<file path="src/rtl/mem_stage_lsu_if.sv">
// Data-memory bus between the MEM-stage LSU (master) and the data memory (slave).
// The master holds req/we/addr/wdata/be stable until the slave returns ack.
// The slave drives rdata together with ack.
interface mem_stage_lsu_if;
  logic        req;
  logic        we;
  logic [31:0] addr;
  logic [31:0] wdata;
  logic [3:0]  be;
  logic        ack;
  logic [31:0] rdata;

  modport master (output req, we, addr, wdata, be, input ack, rdata);
  modport slave  (input req, we, addr, wdata, be, output ack, rdata);
endinterface

</file>
<file path="src/rtl/mem_stage_lsu.sv">
// MEM-stage load/store unit: passes ALU results through in one cycle.
// Memory ops go through IDLE -> REQ -> RESP.
// Optional feature macro: LSU_MISALIGN_TRAP_EN adds o_misaligned.
// With it, misaligned half/word accesses complete at once with no bus request.
module mem_stage_lsu (
  input  logic        i_clk,
  input  logic        i_reset,
  input  logic        i_ex_valid,
  output logic        o_ex_ready,
  input  logic        i_ex_rmem,
  input  logic        i_ex_wmem,
  input  logic [1:0]  i_ex_size,
  input  logic        i_ex_unsigned,
  input  logic        i_ex_mem2reg,
  input  logic        i_ex_wreg,
  input  logic [4:0]  i_ex_rd,
  input  logic [31:0] i_ex_alu,
  input  logic [31:0] i_ex_wdata,
  mem_stage_lsu_if.master dmem,
  output logic        o_mem_valid,
  output logic        o_mem_mem2reg,
  output logic        o_mem_wreg,
  output logic [4:0]  o_mem_rd,
  output logic [31:0] o_mem_data,
  output logic [31:0] o_rd_dmem,
`ifdef LSU_MISALIGN_TRAP_EN
  output logic        o_misaligned,
`endif
  output logic        o_stall
);

  localparam logic [1:0] S_IDLE = 2'd0;
  localparam logic [1:0] S_REQ  = 2'd1;
  localparam logic [1:0] S_RESP = 2'd2;

  logic [1:0]  state;
  logic        ent_we_p1;
  logic [1:0]  ent_size_p1;
  logic        ent_uns_p1;
  logic        ent_m2r_p1;
  logic        ent_wreg_p1;
  logic [4:0]  ent_rd_p1;
  logic [31:0] ent_alu_p1;
  logic [31:0] rdata_p2;
  logic        is_mem;

  function automatic logic [3:0] be_gen(input logic [1:0] size, input logic [1:0] lo);
    case (size)
      2'b00:   be_gen = 4'b0001 << lo;
      2'b01:   be_gen = lo[1] ? 4'b1100 : 4'b0011;
      default: be_gen = 4'b1111;
    endcase
  endfunction

  function automatic logic [31:0] wdata_gen(input logic [1:0] size, input logic [31:0] wd);
    case (size)
      2'b00:   wdata_gen = {4{wd[7:0]}};
      2'b01:   wdata_gen = {2{wd[15:0]}};
      default: wdata_gen = wd;
    endcase
  endfunction

  function automatic logic [31:0] load_ext(input logic [1:0] size, input logic uns,
                                           input logic [1:0] lo, input logic [31:0] rdata);
    logic signed [7:0]  sb;
    logic signed [15:0] sh;
    sb = 8'(rdata >> {lo, 3'b000});
    sh = 16'(rdata >> {lo[1], 4'b0000});
    case (size)
      2'b00:   load_ext = uns ? {24'b0, sb} : 32'(sb);
      2'b01:   load_ext = uns ? {16'b0, sh} : 32'(sh);
      default: load_ext = rdata;
    endcase
  endfunction

`ifdef LSU_MISALIGN_TRAP_EN
  function automatic logic misaligned(input logic [1:0] size, input logic [1:0] lo);
    misaligned = ((size == 2'b01) && lo[0]) || (size[1] && (lo != 2'b00));
  endfunction
`endif

  assign is_mem     = i_ex_rmem | i_ex_wmem;
  assign o_ex_ready = (state == S_IDLE);
  assign o_stall    = (state != S_IDLE);

  // Entry and response latches: data only, loaded on accept / ack.
  always_ff @(posedge i_clk) begin
    if (state == S_IDLE && i_ex_valid) begin
      ent_we_p1   <= i_ex_wmem;
      ent_size_p1 <= i_ex_size;
      ent_uns_p1  <= i_ex_unsigned;
      ent_m2r_p1  <= i_ex_mem2reg;
      ent_wreg_p1 <= i_ex_wreg;
      ent_rd_p1   <= i_ex_rd;
      ent_alu_p1  <= i_ex_alu;
    end
    if (state == S_REQ && dmem.ack) rdata_p2 <= dmem.rdata;
  end

  // FSM, memory request fields and MEM/WB outputs.
  always_ff @(posedge i_clk) begin
    if (i_reset) begin
      state         <= S_IDLE;
      dmem.req      <= 1'b0;
      dmem.we       <= 1'b0;
      dmem.addr     <= '0;
      dmem.wdata    <= '0;
      dmem.be       <= '0;
      o_mem_valid   <= 1'b0;
      o_mem_mem2reg <= 1'b0;
      o_mem_wreg    <= 1'b0;
      o_mem_rd      <= '0;
      o_mem_data    <= '0;
      o_rd_dmem     <= '0;
`ifdef LSU_MISALIGN_TRAP_EN
      o_misaligned  <= 1'b0;
`endif
    end else begin
      o_mem_valid <= 1'b0;
      case (state)
        S_IDLE: begin
          if (i_ex_valid) begin
            if (!is_mem) begin
              o_mem_valid   <= 1'b1;
              o_mem_mem2reg <= i_ex_mem2reg;
              o_mem_wreg    <= i_ex_wreg;
              o_mem_rd      <= i_ex_rd;
              o_mem_data    <= i_ex_alu;
`ifdef LSU_MISALIGN_TRAP_EN
              o_misaligned  <= 1'b0;
`endif
            end
`ifdef LSU_MISALIGN_TRAP_EN
            else if (misaligned(i_ex_size, i_ex_alu[1:0])) begin
              o_mem_valid   <= 1'b1;
              o_mem_mem2reg <= i_ex_mem2reg;
              o_mem_wreg    <= 1'b0;
              o_mem_rd      <= i_ex_rd;
              o_mem_data    <= i_ex_alu;
              o_misaligned  <= 1'b1;
            end
`endif
            else begin
              state      <= S_REQ;
              dmem.req   <= 1'b1;
              dmem.we    <= i_ex_wmem;
              dmem.addr  <= {i_ex_alu[31:2], 2'b00};
              dmem.wdata <= wdata_gen(i_ex_size, i_ex_wdata);
              dmem.be    <= be_gen(i_ex_size, i_ex_alu[1:0]);
            end
          end
        end
        S_REQ: begin
          if (dmem.ack) begin
            state    <= S_RESP;
            dmem.req <= 1'b0;
          end
        end
        S_RESP: begin
          state         <= S_IDLE;
          o_mem_valid   <= 1'b1;
          o_mem_mem2reg <= ent_m2r_p1;
          o_mem_wreg    <= ent_wreg_p1 & ~ent_we_p1;
          o_mem_rd      <= ent_rd_p1;
          o_mem_data    <= ent_alu_p1;
          o_rd_dmem     <= ent_we_p1 ? 32'h0
                         : load_ext(ent_size_p1, ent_uns_p1, ent_alu_p1[1:0], rdata_p2);
`ifdef LSU_MISALIGN_TRAP_EN
          o_misaligned  <= 1'b0;
`endif
        end
        default: state <= S_IDLE;
      endcase
    end
  end

endmodule
</file>
<file path="src/flat_wrapper.sv">
// flat-port wrapper written by rule: the top's interface ports become plain ports
module mem_stage_lsu_flat 
  (i_clk, i_reset, i_ex_valid, o_ex_ready, i_ex_rmem, i_ex_wmem, i_ex_size, i_ex_unsigned, i_ex_mem2reg, i_ex_wreg, i_ex_rd, i_ex_alu, i_ex_wdata, o_mem_valid, o_mem_mem2reg, o_mem_wreg, o_mem_rd, o_mem_data, o_rd_dmem, o_stall, dmem_req, dmem_we, dmem_addr, dmem_wdata, dmem_be, dmem_ack, dmem_rdata);
  mem_stage_lsu_if dmem_i ();
  input  logic i_clk;
  input  logic i_reset;
  input  logic i_ex_valid;
  output logic o_ex_ready;
  input  logic i_ex_rmem;
  input  logic i_ex_wmem;
  input  logic [1:0] i_ex_size;
  input  logic i_ex_unsigned;
  input  logic i_ex_mem2reg;
  input  logic i_ex_wreg;
  input  logic [4:0] i_ex_rd;
  input  logic [31:0] i_ex_alu;
  input  logic [31:0] i_ex_wdata;
  output logic o_mem_valid;
  output logic o_mem_mem2reg;
  output logic o_mem_wreg;
  output logic [4:0] o_mem_rd;
  output logic [31:0] o_mem_data;
  output logic [31:0] o_rd_dmem;
  output logic o_stall;
  output wire logic [$bits(dmem_i.req)-1:0] dmem_req;
  output wire logic [$bits(dmem_i.we)-1:0] dmem_we;
  output wire logic [$bits(dmem_i.addr)-1:0] dmem_addr;
  output wire logic [$bits(dmem_i.wdata)-1:0] dmem_wdata;
  output wire logic [$bits(dmem_i.be)-1:0] dmem_be;
  input wire logic [$bits(dmem_i.ack)-1:0] dmem_ack;
  input wire logic [$bits(dmem_i.rdata)-1:0] dmem_rdata;
  assign dmem_req = dmem_i.req;
  assign dmem_we = dmem_i.we;
  assign dmem_addr = dmem_i.addr;
  assign dmem_wdata = dmem_i.wdata;
  assign dmem_be = dmem_i.be;
  assign dmem_i.ack = dmem_ack;
  assign dmem_i.rdata = dmem_rdata;
  mem_stage_lsu u_core (.i_clk(i_clk), .i_reset(i_reset), .i_ex_valid(i_ex_valid), .o_ex_ready(o_ex_ready), .i_ex_rmem(i_ex_rmem), .i_ex_wmem(i_ex_wmem), .i_ex_size(i_ex_size), .i_ex_unsigned(i_ex_unsigned), .i_ex_mem2reg(i_ex_mem2reg), .i_ex_wreg(i_ex_wreg), .i_ex_rd(i_ex_rd), .i_ex_alu(i_ex_alu), .i_ex_wdata(i_ex_wdata), .dmem(dmem_i), .o_mem_valid(o_mem_valid), .o_mem_mem2reg(o_mem_mem2reg), .o_mem_wreg(o_mem_wreg), .o_mem_rd(o_mem_rd), .o_mem_data(o_mem_data), .o_rd_dmem(o_rd_dmem), .o_stall(o_stall));
endmodule
</file>
<file path="config.mk">
export PLATFORM = sky130hd
export DESIGN_NAME = mem_stage_lsu_flat
export DESIGN_NICKNAME = d
export VERILOG_FILES = /design/src/rtl/mem_stage_lsu_if.sv /design/src/rtl/mem_stage_lsu.sv /design/src/flat_wrapper.sv
export SDC_FILE = /design/constraint.sdc
export NUM_CORES = 1
export LEC_CHECK = 0
export CAP_MARGIN = 20
export CORE_ASPECT_RATIO = 0.7
export CORE_MARGIN = 1.5
export CORE_UTILIZATION = 45
export CTS_CLUSTER_SIZE = 12
export DETAILED_ROUTE_END_ITERATION = 10
export GPL_ROUTABILITY_DRIVEN = 0
export HOLD_SLACK_MARGIN = 0.12
export PLACE_DENSITY_LB_ADDON = 0.25
export SLEW_MARGIN = 20
export SYNTH_ARGS = -nofsm -noshare
export SYNTH_HDL_FRONTEND = slang
export SYNTH_SLANG_ARGS = --single-unit
export TNS_END_PERCENT = 20
</file>
<file path="constraint.sdc">
create_clock -name i_clk -period 7.6 [get_ports i_clk]
set_input_delay 1.52 -clock i_clk [delete_from_list [all_inputs] [get_ports i_clk]]
set_output_delay 1.52 -clock i_clk [all_outputs]
set_load 0.01 [all_outputs]
</file>
=== Word-level counts from Yosys, hierarchy flattened ===
Index checks and enable logic that the tools add are counted.

* Register bits: 217
* Output and inout bits: 144
* Bits of input ports: 112

* Bitwise gates (word level): 3
* Eq/ne operators: 8
* Reductions and logical operators: 12
* Shift operators: 3
* Multiplexer cells: 30

{| class="wikitable"
|+ Operator list
! operator !! number
|-
| $pmux W32 S2 || 3
|-
| $mux W32 || 5
|-
| $shr A32 B5 Y16 || 1
|-
| $shr A32 B5 Y8 || 1
|-
| $mux W5 || 2
|-
| $pmux W5 S2 || 1
|-
| $mux W1 || 9
|-
| $reduce_and A3 Y1 || 3
|-
| $pmux W1 S2 || 4
|-
| $pmux W4 S2 || 1
|-
| $eq A2 B1 Y1 const B || 3
|-
| $logic_not A2 Y1 || 3
|-
| $mux W2 || 3
|-
| $ne A2 B2 Y1 const B || 3
|-
| $reduce_bool A2 Y1 || 3
|-
| $mux W4 || 1
|-
| $pmux W2 S2 || 1
|-
| $reduce_and A4 Y1 || 1
|-
| $shl A1 B2 Y4 const A || 1
|-
| $eq A2 B2 Y1 const B || 1
|-
| $logic_and A1 B1 Y1 || 2
|-
| $ne A2 B1 Y1 const B || 1
|-
| $and A1 B1 Y1 || 1
|-
| $not A1 Y1 || 1
|-
| $or A1 B1 Y1 || 1
|}

=== Depth between registers and ports, before layout ===
Gate-level depths: netlist of the first run.

* Word-level depth: 4
* Gate-level depth with buffers: 6

=== Worst setup path after synthesis of the first run ===
OpenSTA, ideal clock, no wires.

* Path kind: input to register
* Start point: input port i_ex_valid
* End point: register u_core.dmem.addr[18]
* Path slack: 1.276 ns
* Data required time: 7.468 ns
* Arrival: 6.192 ns
* Buffers on the path: 2
* Cell stages on the path: 6
* Cell sequence: nor3b_1 > o21ai_0 > clkbuf_1 > clkbuf_1 > nand2_1 > a21oi_1

* Word-level cells in the longest chain between the ends: 1

{| class="wikitable"
|+ RTL lines
! element !! RTL line !! RTL
|-
| start, declared || flat_wrapper.sv:7 || <nowiki>input logic i_ex_valid;</nowiki>
|-
| $reduce_and A3 Y1 (no line) || n/a ||
|-
| end signal, assigned || mem_stage_lsu.sv:147 || <nowiki>dmem.addr <= {i_ex_alu[31:2], 2'b00};</nowiki>
|-
| end, declared || mem_stage_lsu_if.sv:13 || <nowiki>modport master (output req, we, addr, wdata, be, input ack, rdata);</nowiki>
|}

No other way between the ends.
A chain may end at the register's enable or synchronous reset.

=== Worst setup path in the final report of the first run ===
* Start point: input port i_ex_wmem
* End point: register u_core.o_mem_rd[2]

* Word-level cells in the longest chain between the ends: 3

{| class="wikitable"
|+ RTL lines
! element !! RTL line !! RTL
|-
| start, declared || flat_wrapper.sv:10 || <nowiki>input logic i_ex_wmem;</nowiki>
|-
| $or A1 B1 Y1 || mem_stage_lsu.sv:82 || <nowiki>assign is_mem = i_ex_rmem | i_ex_wmem;</nowiki>
|-
| $ne A2 B2 Y1 (no line) || n/a ||
|-
| $reduce_and A3 Y1 (no line) || n/a ||
|-
| end signal, assigned || mem_stage_lsu.sv:127 || <nowiki>o_mem_rd <= i_ex_rd;</nowiki>
|-
| end signal, assigned || mem_stage_lsu.sv:164 || <nowiki>o_mem_rd <= ent_rd_p1;</nowiki>
|-
| end, declared || mem_stage_lsu.sv:23 || <nowiki>output logic [4:0] o_mem_rd,</nowiki>
|}

No other way between the ends.

==> results of run 1 <==
[flip-flops by register name, indices dropped and copies added, names as in the netlist, 2 cells and up]
| name | cells |
|---|---|
| u_core.o_rd_dmem | 32 |
| u_core.ent_rd_p1 | 5 |
| u_core.dmem.be | 4 |
| u_core.state | 2 |
| u_core.dmem.wdata | 32 |
| u_core.dmem.addr | 30 |
| u_core.o_mem_data | 32 |
| u_core.ent_alu_p1 | 32 |
| u_core.o_mem_rd | 5 |
| u_core.ent_size_p1 | 2 |
| u_core.rdata_p2 | 32 |
[power by group through the flow]
stage | combinational (W) | sequential, W | clock (W)
finish | 0.000344 | 0.00131 | 0.00101
global route | 0.000373 | 0.00132 | 0.00108
CTS | 0.000347 | 0.00131 | 0.00103
detailed placement | 0.000345 | 0.00133 | 0
global placement | 0.000341 | 0.00133 | 0
floorplan | 0.000137 | 0.00134 | 0
[final cells by class]
cell class	count	share of cell area
multi-input cells	459	0.248
inverters	15	0.00486
flip-flops and latches	217	0.440
well taps	236	0.0255
clock buffers	38	0.0572
repair buffers	261	0.224
clock inverters	1	0.000432
[metrics by stage]
step                hold WS, ns  cell area (sq um)  power (W)  setup slack, ns
global placement          0.438              10900    0.00167             3.43
finish                    0.453              11600    0.00266             3.89
detailed placement        0.448              10900    0.00168             3.36
global route              0.475              11600    0.00277             3.69
floorplan                 0.448               8240    0.00148             1.28
CTS                       0.455              11600    0.00268             3.90
[cell usage in the layout, fill, tap and decap left out, types with 9 or more instances in the layout]
| master | n |
|---|---|
| a221o_2 | 10 |
| clkbuf_1 | 12 |
| o21ai_0 | 19 |
| clkdlybuf4s50_1 | 252 |
| a21oi_1 | 68 |
| dfxtp_1 | 142 |
| clkbuf_16 | 23 |
| edfxtp_1 | 75 |
| a311oi_1 | 10 |
| a221o_1 | 13 |
| nor2_1 | 72 |
| buf_4 | 9 |
| mux2i_1 | 55 |
| nand2_1 | 104 |
| a211oi_1 | 49 |
| inv_1 | 14 |
[logic make-up after synthesis]
logic type | Yosys count | share of synthesized area
flip-flops | 217 | 0.618
buffers and inverters | 74 | 0.0383
multiplexers | 63 | 0.0778
AND/OR/NAND/NOR | 193 | 0.0940
AO/OA/AOI/OAI | 201 | 0.171
other | 1 | 0.000455
[path summary, 6_finish.rpt]
check / depth (start not counted) / to
worst max-delay path: 6 / u_core.o_mem_rd[2]
worst min-delay path: 2 / u_core.dmem.addr[12]
worst max register to register: 4 / u_core.o_rd_dmem[27]
worst min register to register: 2 / u_core.dmem.addr[12]
[metal layers]
metal	vias up	GRT usage
met5	-	0
met4	0	0.0438
met3	26	0.0685
met2	270	0.359
met1	3134	0.321
li1	3169	-
[critical path: stages]
cell	delay, ns
clkdlybuf4s50_1	0.52
or3b_2	0.56
a21oi_4	0.65
buf_4	0.52
nor2_1	0.07
a211oi_1	0.22
==> qor.yml, run 1 <==
path_max_fanout: 47
grt_overflow: 0
cts_hold_buf: 0
synth_ff_type: "dfxtp_1"
p_int_w: 0.00203
pwr-share-seq: 0.491
setup_viol: 0
insertion_delay_ns: 0.49
reg2reg_slack_ns: 4.90
vias: 6599
yosys.area.top_type: "dfxtp_1"
worst_setup_path_start_kind: "input pin"
multi_input_area_sq_um: 2870
final_antenna_net_count: 0
reg2reg_from: "u_core.ent_size_p1[1]"
io_pins: 256
top_layer: "met4"
dr.pass1.iters: 5
dieArea_sq_um: 19100
fillers: 1487
synth.area.top_cells: "dfxtp_1 (35%), edfxtp_1 (27%), mux2i_1 (6.7%)"
drt_iter0_drc: 422
grtUsageTotal: 0.230
min_period_ns: 3.71
worst-setup-path-type: "input pin to register"
yosys_warnings: 0
grt_max_degree: 87
synth_common_cells: "dfxtp_1 (142), nand2_1 (104), edfxtp_1 (75)"
layout-drive-gt1-share: 0.0646
antenna_found_initial: 0
grt_pass1_vias: 6176
fmax_mhz: 270
io_buffers: 253
async_reset_ff_frac: 0
status: "completed"
swShare: 0.236
start_util: 0.459
post-place-cells: 1188
core_area_sq_um: 18000
wirelength_mm: 22.6
yosysMostFrequentCell: "dfxtp_1"
pwr-share-comb: 0.129
fin_util: 0.645
cp-end-kind: "register"
cp.required_ns: 8.00
drcViolationCount: 0
slew_violations: 0
worstMarginPinSlew_ns: 1.06
rows: 41
grt_setup_unrepaired: "no"
ys_ff_latch: 217
dp_hpwl_mm: 15.4
fin_setup_tns_ns: 0
slew_headroom: 0.295
cp.arrival_ns: 4.10
synth.lib_cells_used.distinct: 41
cap_violations: 0
cts_setup_buffers: 0
wl_per_cell_um: 18.4
switchingPower_w: 0.000630
p_clk_frac: 0.380
clockBufferDepth: 3
cts_resized: 0
cts.clk_slew.worst_paths_ns: 0.06
wl_met1_mm: 10.1
synth_edf_count: 75
hp-start: "u_core.dmem.addr[12]"
fin_nets: 1088
finalClockSkew_ns: 0.00810
synthCells: 749
hold_viol_final: 0
wl_met3_mm: 2.24
cts_tree: "built"
wl_met2_mm: 9.95
crit_start: "i_ex_wmem"
final_cells: 1227
seq_area_sq_um: 5090
p_leak_nw: 4.04
grt_pass1_wl_mm: 34.1
viasPerCell: 5.38
ir_worst_vdd_mv: 0.154
cts.sinks: 217
powerDensity_nw_per_um2: 230
htreeDepth: 1
numCtsBuffers: 22
die_y_um: 116
timing.final.crit_share: 0.488
root_buffer: "clkbuf_16"
die_width_um: 165
synth.top_cell.area_share: 0.345
syn_area_per_cell_sq_um: 11.0
synth_area_sq_um: 8240
syn_to_final_growth_pct: 40.5
holdCritPathClass: "register to register"
yosysSeqAreaShare: 0.618
antennaDiodeCount: 0
Note: power is estimated with default switching activity, not from simulation.
==> run 2: changes to the inputs <==
--- a/config.mk
+++ b/config.mk
@@ -8,7 +8,7 @@
 export CAP_MARGIN = 20
 export CORE_ASPECT_RATIO = 0.7
 export CORE_MARGIN = 1.5
-export CORE_UTILIZATION = 45
+export CORE_UTILIZATION = 42
 export CTS_CLUSTER_SIZE = 12
 export DETAILED_ROUTE_END_ITERATION = 10
 export GPL_ROUTABILITY_DRIVEN = 0
==> constraint.sdc (replaced) <==
create_clock -name i_clk -period 3.33 [get_ports i_clk]
set_input_delay 0.666 -clock i_clk [delete_from_list [all_inputs] [get_ports i_clk]]
set_output_delay 0.666 -clock i_clk [all_outputs]
set_load 0.01 [all_outputs]
==> run 2 against run 1 <==
Compared with the run above: non-clock buffer count increased by 4; setup slack lost 3.1 ns; first-iteration DRC count grew 25%; final cell count grew 2.7%; power increased by 130%; critical endpoint is now o_ex_ready; largest power group unchanged; highest routed layer unchanged.
==> qor.yml, run 2 (synthesized netlist as in run 1, its figures left out) <==
fmax_mhz: 395
dp_hpwl_mm: 15.7  # +2.3%
antennaDiodeCount: 0  # unchanged
ir_worst_vdd_mv: 0.290  # +88%
insertion_delay_ns: 0.49  # about the same
layout-drive-gt1-share: 0.0663  # +0.00168
die_y_um: 120  # +3.4%
cts.clk_slew.worst_paths_ns: 0.06  # about the same
wirelength_mm: 22.8  # +1.1%
worst_setup_path_start_kind: "register"
die_width_um: 170  # +3.4%
antenna_found_initial: 0  # unchanged
root_buffer: "clkbuf_16"
cts.sinks: 217  # unchanged
io_buffers: 253  # unchanged
dr.pass1.iters: 5  # unchanged
timing.final.crit_share: 0.759
p_clk_frac: 0.375  # -0.005
io_pins: 256  # unchanged
cts_hold_buf: 0  # unchanged
reg2reg_from: "u_core.ent_alu_p1[1]"
syn_to_final_growth_pct: 41.6
grt_pass1_vias: 6358  # +2.9%
powerDensity_nw_per_um2: 520  # +130%
p_leak_nw: 4.06  # +0.53%
fillers: 1552  # +4.4%
final_antenna_net_count: 0  # unchanged
p_int_w: 0.00462  # +130%
finalClockSkew_ns: 0.00736  # -0.000737 ns
cts_resized: 0  # unchanged
crit_family: "buffers and inverters"
fin_util: 0.611  # -0.0334
grt_pass1_wl_mm: 35.3  # +3.5%
p_total_w: 0.00606  # +130%
cts_setup_buffers: 0  # unchanged
drcViolationCount: 0  # unchanged
layout_commonest_cell: "clkdlybuf4s50_1"
worstMarginPinSlew_ns: 0.833  # -0.224 ns
hold_viol_final: 0  # unchanged
crit_start: "u_core.state[0]"
final_cells: 1260  # +2.7%
path_max_fanout: 6  # -87%
slew_violations: 0  # unchanged
start_util: 0.432  # -0.0270
grt_overflow: 0  # unchanged
dieArea_sq_um: 20500  # +7.0%
numCtsBuffers: 22  # unchanged
critical_path_buf_inv_count: 2  # unchanged
swShare: 0.238  # +0.00182
grt_max_degree: 80  # -8.0%
status: "completed"
crit_slowest_cell: "clkdlybuf4s50_1"
crit_path_cell_trace: "or2_2 -> inv_1 -> clkdlybuf4s50_1"
grt_setup_unrepaired: "no"
pwr-share-comb: 0.132  # +0.003
viasPerCell: 5.23  # -2.8%
multi_input_area_sq_um: 2870  # unchanged
min_period_ns: 2.53
vias: 6587  # -0.18%
fin_nets: 1092  # +0.37%
switchingPower_w: 0.00144  # +130%
cts_tree: "built"
drt_iter0_drc: 529  # +25%
pwr-share-seq: 0.492  # about the same
cap_violations: 0  # unchanged
critPathMaxStageDelay_ns: 0.52  # -0.13 ns
grtUsageTotal: 0.221  # -0.00962
wl_per_cell_um: 18.1  # -1.6%
most-common-layout-cells: "clkdlybuf4s50_1 (252), dfxtp_1 (142), nand2_1 (104)"
core_area_sq_um: 19100  # +6.2%
seq_area_sq_um: 5090  # unchanged
setup_viol: 0  # unchanged
worst-setup-path-type: "register to output port"
cp-end-kind: "output port"
rows: 42  # +2.4%
holdCritPathClass: "register to register"
clockBufferDepth: 3  # unchanged
post-place-cells: 1220  # +2.7%
fin_setup_tns_ns: 0  # unchanged
cp.arrival_ns: 1.86  # -2.24 ns
slew_headroom: 0.444  # +0.149
cp.required_ns: 2.66  # -5.34 ns
hp-start: "u_core.dmem.addr[18]"
htreeDepth: 1  # unchanged
run 2: worst paths after layout:
check                              end  slack [ns]  depth (start not counted)
setup / recovery            o_ex_ready        0.80                          3
hold / removal    u_core.dmem.addr[18]        0.45                          2
setup reg to reg  u_core.o_rd_dmem[14]        1.00                          4
hold reg to reg   u_core.dmem.addr[18]        0.45                          2
run 2: area by class of cell:
class | instances | share of cell area
Multi-Input combinational cell | 459 | 0.246
Inverter | 15 | 0.00483
Clock buffer | 39 | 0.0554
Clock inverter | 1 | 0.000429
Timing Repair Buffer | 265 | 0.228
Sequential cell | 217 | 0.437
Tap cell | 264 | 0.0283
run 2: per-stage QoR:
stage / hold slack, ns / worst slack, ns / cell area, sq um
final: 0.452 / 0.801 / 11700
after global routing: 0.474 / 0.723 / 11700
after CTS: 0.455 / 0.760 / 11700
after detailed placement: 0.447 / 0.669 / 11000
after global placement: 0.438 / 0.759 / 11000
after floorplan: 0.448 / 0.344 / 8250
run 2: power by group through the flow:
stage	clock (W)	sequential, W	combinational [W]
after floorplan	0	0.00306	0.000314
after global placement	0	0.00303	0.000793
after detailed placement	0	0.00304	0.000805
after CTS	0.00233	0.00298	0.000808
after global routing	0.00242	0.00300	0.000873
final	0.00227	0.00298	0.000802
run 2: routing by layer:
layer | track usage | part of all wire | up-vias
li1 | - | - | 3179
met1 | 0.304 | 0.45 | 3080
met2 | 0.329 | 0.43 | 277
met3 | 0.0759 | 0.095 | 51
met4 | 0.0631 | 0.029 | 0
met5 | 0 | 0 | -
run 2: tightest hold or removal path, delay by kind of cell (launching register included):
family,cells,cell delay (ns)
compound gates,1,0.05
flops,1,0.31
simple gates,1,0.05
